**src/rtl/mips_run_ctrl.sv**
```systemverilog
// Run controller for the pipelined MIPS core: core reset sequencing, clock-enable gating,
// halt/timeout stop and mailbox pass/fail. Optional single-step gating under RUN_CTRL_STEP_EN.
module mips_run_ctrl #(
   parameter int unsigned          PC_W       = 32,
   parameter logic [PC_W-1:0]      HALT_PC    = 'h10,
   parameter logic [PC_W-1:0]      MBOX_ADDR  = 'hFC,
   parameter logic [PC_W-1:0]      PASS_CODE  = 'h1,
   parameter int unsigned          RST_CYCLES = 2,
   parameter int unsigned          MAX_CYCLES = 1024,
   parameter int unsigned          CNT_W      = 16
) (
   input  logic             clk,
   input  logic             rst,
   input  logic             start,
   input  logic             step_mode,
   input  logic             step,
   input  logic [PC_W-1:0]  pc_current,
   input  logic             we_dm,
   input  logic [PC_W-1:0]  alu_out,
   input  logic [PC_W-1:0]  wd_dm,
   output logic             core_rst,
   output logic             core_en,
   output logic             busy,
   output logic             done,
   output logic             pass,
   output logic             timeout,
   output logic [PC_W-1:0]  mbox,
   output logic [CNT_W-1:0] cycle_count
);

   localparam logic [7:0]       RstLast = 8'(RST_CYCLES - 1);
   localparam logic [CNT_W-1:0] MaxCnt  = CNT_W'(MAX_CYCLES);

   typedef enum logic [1:0] {StIdle, StReset, StRun, StDone} state_e;

   state_e           state_q, state_d;
   logic [7:0]       rst_cnt_q, rst_cnt_d;
   logic [CNT_W-1:0] cnt_q, cnt_d;
   logic [PC_W-1:0]  mbox_q, mbox_d;
   logic             seen_q, seen_d;
   logic             pass_q, pass_d;
   logic             timeout_q, timeout_d;

   logic step_active;
   logic halt_hit;
   logic timeout_hit;
   logic mbox_store;

`ifdef RUN_CTRL_STEP_EN
   assign step_active = step_mode;
`else
   assign step_active = 1'b0;
   logic unused_step;
   assign unused_step = step_mode ^ step;
`endif

   always_comb begin
      state_d   = state_q;
      rst_cnt_d = rst_cnt_q;
      cnt_d     = cnt_q;
      mbox_d    = mbox_q;
      seen_d    = seen_q;
      pass_d    = pass_q;
      timeout_d = timeout_q;

      halt_hit    = (state_q == StRun) && (pc_current == HALT_PC);
      timeout_hit = (state_q == StRun) && (cnt_q == MaxCnt) && !halt_hit;
      // Timeout also freezes the core so the counter stops exactly at the limit.
      core_en     = (state_q == StRun) && !halt_hit && !timeout_hit && (!step_active || step);
      mbox_store  = we_dm && core_en && (alu_out == MBOX_ADDR);

      if (core_en) cnt_d = cnt_q + 1'b1;
      if (mbox_store) begin
         mbox_d = wd_dm;
         seen_d = 1'b1;
      end

      unique case (state_q)
         StIdle, StDone: begin
            if (start) begin
               state_d   = StReset;
               rst_cnt_d = '0;
               cnt_d     = '0;
               mbox_d    = '0;
               seen_d    = 1'b0;
               pass_d    = 1'b0;
               timeout_d = 1'b0;
            end
         end
         StReset: begin
            if (rst_cnt_q == RstLast) state_d = StRun;
            else                      rst_cnt_d = rst_cnt_q + 1'b1;
         end
         StRun: begin
            if (halt_hit || timeout_hit) begin
               state_d   = StDone;
               timeout_d = timeout_hit;
               pass_d    = !timeout_hit && seen_d && (mbox_d == PASS_CODE);
            end
         end
         default: state_d = StIdle;
      endcase

      core_rst = (state_q == StIdle) || (state_q == StReset);
      busy     = (state_q == StReset) || (state_q == StRun);
      done     = (state_q == StDone);
   end

   always_ff @(posedge clk or negedge rst) begin
      if (!rst) begin
         state_q   <= StIdle;
         rst_cnt_q <= '0;
         cnt_q     <= '0;
         mbox_q    <= '0;
         seen_q    <= 1'b0;
         pass_q    <= 1'b0;
         timeout_q <= 1'b0;
      end else begin
         state_q   <= state_d;
         rst_cnt_q <= rst_cnt_d;
         cnt_q     <= cnt_d;
         mbox_q    <= mbox_d;
         seen_q    <= seen_d;
         pass_q    <= pass_d;
         timeout_q <= timeout_d;
      end
   end

   assign pass        = pass_q;
   assign timeout     = timeout_q;
   assign mbox        = mbox_q;
   assign cycle_count = cnt_q;

endmodule
```
**config.mk**
```make
export PLATFORM = sky130hd
export DESIGN_NAME = mips_run_ctrl
export DESIGN_NICKNAME = d
export VERILOG_FILES = /design/src/rtl/mips_run_ctrl.sv
export SDC_FILE = /design/constraint.sdc
export NUM_CORES = 1
export LEC_CHECK = 0
export ABC_AREA = 1
export BUFFER_PORTS_ARGS = -buffer_cell sky130_fd_sc_hd__buf_2
export CAP_MARGIN = 20
export CORE_MARGIN = 4
export CORE_UTILIZATION = 43
export DETAILED_ROUTE_END_ITERATION = 10
export PLACE_DENSITY = 0.83
export SYNTH_ARGS = -nofsm -noshare
export SYNTH_HDL_FRONTEND = slang
export SYNTH_SLANG_ARGS = --single-unit
```
**constraint.sdc**
```tcl
create_clock -name clk -period 2.2 [get_ports clk]
set_clock_uncertainty 0.1 [all_clocks]
set_input_delay 0.22 -clock clk [delete_from_list [all_inputs] [get_ports clk]]
set_output_delay 0.22 -clock clk [all_outputs]
set_load 0.05 [all_outputs]
```
==> results.py <==
metrics = {
    "power": {
        "power_frac_comb": 0.470,
        "ir_worst_vdd_mv": 0.622,
        "p_sw_mw": 1.87,
        "p_leak_nw": 2.75,
        "power_frac_seq": 0.281,
        "p_int_mw": 2.67,
        "pwr-share-clk": 0.249,
        "p_total_mw": 4.54,
        "swShare": 0.413,
        "power.density_nw_per_um2": 909,
    },
    "grt": {
        "track_usage": 0.206,
        "grt_max_degree": 41,
        "grt_pass1_wl_um": 16200,
        "antenna_found_initial": 1,
        "grt_pass1_vias": 3664,
        "grt_overflow": 0,
    },
    "status": {
        "status": "finished, violations left",
        "violations": "negative setup slack",
    },
    "clock_network": {
        "cts_max_level": 3,
        "cts_buffer_depth": 2,
        "cts_tree": "built",
        "cts.clk_slew.worst_paths_ps": 80,
        "cts-root-buf": "clkbuf_8",
        "cts_made_buffers": 9,
        "clock_latency_ps": 350,
        "cts.sinks": 61,
    },
    "synth": {
        "synth_seq_area_share": 0.440,
        "syn_area_um2": 3470,
        "netlist_instances": 473,
        "synth_nets": 584,
        "yosys.area.top_type_share": 0.440,
        "syn_avg_cell_area_um2": 7.34,
        "synthDistinctLibCells": 35,
        "synthTopCellsByArea": "dfrtp_1 (44%), nand2_1 (11%), nor2_1 (10%), inv_1 (6.5%), nand3_1 (4.6%)",
        "yosysTopAreaCell": "dfrtp_1",
        "synth_warnings": 0,
        "synth-seq-cells": 61,
    },
    "floorplanning": {
        "die_w_um": 97.8,
        "pin_count": 156,
        "coreArea_um2": 7810,
        "initial_core_util": 0.445,
        "die_area_um2": 9570,
        "die_h_um": 97.8,
        "rows": 32,
    },
    "layout": {
        "design_area_um2": 5000,
        "multi_input_area_um2": 1750,
        "drive_above_1_share": 0.369,
        "regArea_um2": 1530,
        "nets": 770,
        "fillers": 660,
        "final_cell_count_no_fill": 767,
        "synthToLayoutAreaGrowth_pct": 44.0,
        "postLayoutCoreUtil": 0.640,
    },
    "timing": {
        "finalCritPeriodShare": 1.00,
        "hold_violations": 0,
        "setup_viol": 1,
        "tightestPinTransition_ps": 693,
        "worst_slack_ps": -4.80,
        "period_minus_slack_ps": 2200,
        "rsz0062_at_grt": "yes",
        "relSlewSlack": 0.538,
        "clock.fmax_mhz": 454,
        "slew_viol_final": 0,
    },
    "hold_path": {
        "min_path_type": "primary input to flip-flop",
        "holdPathEnd": "mbox[10]$_DFF_PN0_",
        "hold_path_startpoint": "wd_dm[10]",
        "holdPathStages": 3,
    },
    "setup_path": {
        "rr_worst_depth": 16,
        "critPathArrivalTime_ps": 2380,
        "crit_slowest_cell": "dfrtp_2",
        "worstPathRequired_ps": 2380,
        "crit_chain": "inv_2 > ha_4 > nand2_2 > inv_2 > nand2_2 > nor2_2 > nand2_2 > nand2_2 > nor2_4 > buf_8 > buf_6 > a211oi_4 > nand3_2 > nor2_1 > nand3_1 > o21bai_2",
        "slowest_delay_ps": 410,
        "crit_type": "flip-flop to flip-flop",
        "r2r-end": "pass$_DFFE_PN0P_",
        "path_max_fanout": 5,
        "end_kind": "flip-flop",
        "critPathMostFrequentCell": "nand2_2",
        "r2r-start": "cycle_count[1]$_DFF_PN0_",
        "reg2reg_slack_ps": -5,
        "cp-start-kind": "flip-flop",
    },
    "routing": {
        "wl_per_cell_um": 13.7,
        "viasPerCell": 4.93,
        "dr_total_vias": 3779,
        "drt-total-wl_um": 10500,
        "first_pass_iters": 5,
        "antenna_left": 0,
        "drt_iter0_drc": 177,
        "route.detailed.drc": 0,
    },
    "placement": {
        "place_congestion": 0.863,
        "place_area_um2": 4490,
        "post-place-cells": 736,
        "portBuffers": 153,
        "hpwlAfterDp_um": 7560,
    },
    "job": {
        "max_cap_violations": 0,
    },
}
-- worst max-delay path by stage --
stage                                  start                        end  slack (ps)
finish              cycle_count[1]$_DFF_PN0_           pass$_DFFE_PN0P_          -5
global route          state_q[0]$_DFFE_PN0P_           pass$_DFFE_PN0P_        -160
CTS                   state_q[0]$_DFFE_PN0P_           pass$_DFFE_PN0P_           7
detailed placement    state_q[0]$_DFFE_PN0P_  cycle_count[15]$_DFF_PN0_         -30
global placement      state_q[0]$_DFFE_PN0P_           pass$_DFFE_PN0P_          40
floorplan           cycle_count[0]$_DFF_PN0_   cycle_count[8]$_DFF_PN0_          -2
-- critical path, delay by kind of cell, from the launching register on --
family | cells | cell delay [ps]
AOI/OAI and AO/OA | 2 | 360
adders and majority gates | 1 | 130
buffers and inverters | 4 | 370
DFF | 1 | 410
and+or+nand+nor | 9 | 740
-- layout make-up --
cell class / instances / area share
repair buffers: 188 / 0.225
diodes: 1 / 0.000501
flip-flops and latches: 61 / 0.306
well taps: 102 / 0.0255
clock inverters: 7 / 0.0195
multi-input cells: 337 / 0.351
clock buffers: 9 / 0.0248
inverters: 62 / 0.0476
-- kinds of logic (layout without fill, tap and decap cells) --
family                   Yosys count  count (layout)  share of synthesized area
AO/OA/AOI/OAI                     67              67                      0.107
XOR/XNOR                           6               6                     0.0151
adder cells (fa/ha/maj)            9               9                     0.0324
buffers and inverters             75             266                     0.0930
flip-flops                        61              61                      0.440
other                              0               1                          0
AND/OR/NAND/NOR                  255             255                      0.313
-- power by group through the flow --
stage / registers, mW / logic, mW / clock network (mW)
after detailed placement: 1.29 / 1.64 / 0
after floorplan: 1.44 / 0.941 / 0
after global routing: 1.29 / 2.30 / 1.20
after CTS: 1.27 / 1.68 / 1.14
final: 1.28 / 2.14 / 1.13
after global placement: 1.28 / 1.59 / 0
-- sequential cells by signal (all words and copies together) (netlist names) --
name and cells:
rst_cnt_q 8, pass 1, mbox 32, timeout 1, seen_q 1, state_q 2, cycle_count 16
-- repair_timing --
action | 4_1_cts | 5_1_grt
hold buffers | 2 | 0
cloned | 0 | 0
endpoints found under the hold margin | 29 | 0
buffers inserted | 0 | 12
gates resized for setup | 7 | 40
endpoints found under the setup margin | 4 | 17
pin swaps | 0 | 8
-- routing by layer --
metal  global-route usage  wire length (um)  part of all wire  vias up
li1                     -                 -                 -     1873
met2                0.362              5630              0.54      141
met1                0.235              3980              0.38     1742
met4               0.0927               247             0.024        0
met5                    0                 0                 0        -
met3               0.0529               653             0.062       23
-- cells in the mapped netlist (all sizes together) --
cell / instances
xor2: 4
nor3: 7
a211oi: 2
inv: 61
nor2: 96
clkinv: 1
o22ai: 2
dfrtp: 61
xnor2: 2
o31ai: 1
nand4: 6
ha: 9
a221oi: 2
nand2: 106
o32ai: 1
nand3b: 1
clkbuf: 4
o21a: 3
o21bai: 1
nand3: 32
buf: 9
nor3b: 5
or2: 2
a21oi: 31
o21ai: 24
-- per-stage QoR --
step                      TNS (ps)  setup WS (ps)  hold slack (ps)
after global routing          -787           -159             53.0
after detailed placement     -60.4          -29.9              206
after CTS                        0           7.00             46.6
after floorplan              -1.51          -1.51             -176
after global placement           0           40.4              192
final                        -4.80          -4.80             52.7
-- cells in the final DEF (no fill, tap or decap), types with 4 or more instances in the layout --
| master | synthesis | layout |
|---|---|---|
| buf_2 | 3 | 152 |
| nand2_1 | 102 | 98 |
| nor2_1 | 93 | 86 |
| dfrtp_1 | 61 | 59 |
| inv_1 | 60 | 54 |
| a21oi_1 | 31 | 31 |
| nand3_1 | 32 | 30 |
| buf_4 | 2 | 25 |
| o21ai_0 | 15 | 13 |
| o21ai_1 | 9 | 11 |
| clkbuf_8 | 0 | 9 |
| inv_2 | 1 | 7 |
| nand2_2 | 3 | 7 |
| nor2_2 | 1 | 7 |
| nand4_1 | 6 | 6 |
| ha_1 | 9 | 6 |
| buf_12 | 0 | 6 |
| nor3_2 | 1 | 5 |
| nor3b_1 | 5 | 4 |
| xor2_1 | 4 | 4 |
Note: power is estimated with default switching activity, not from simulation.
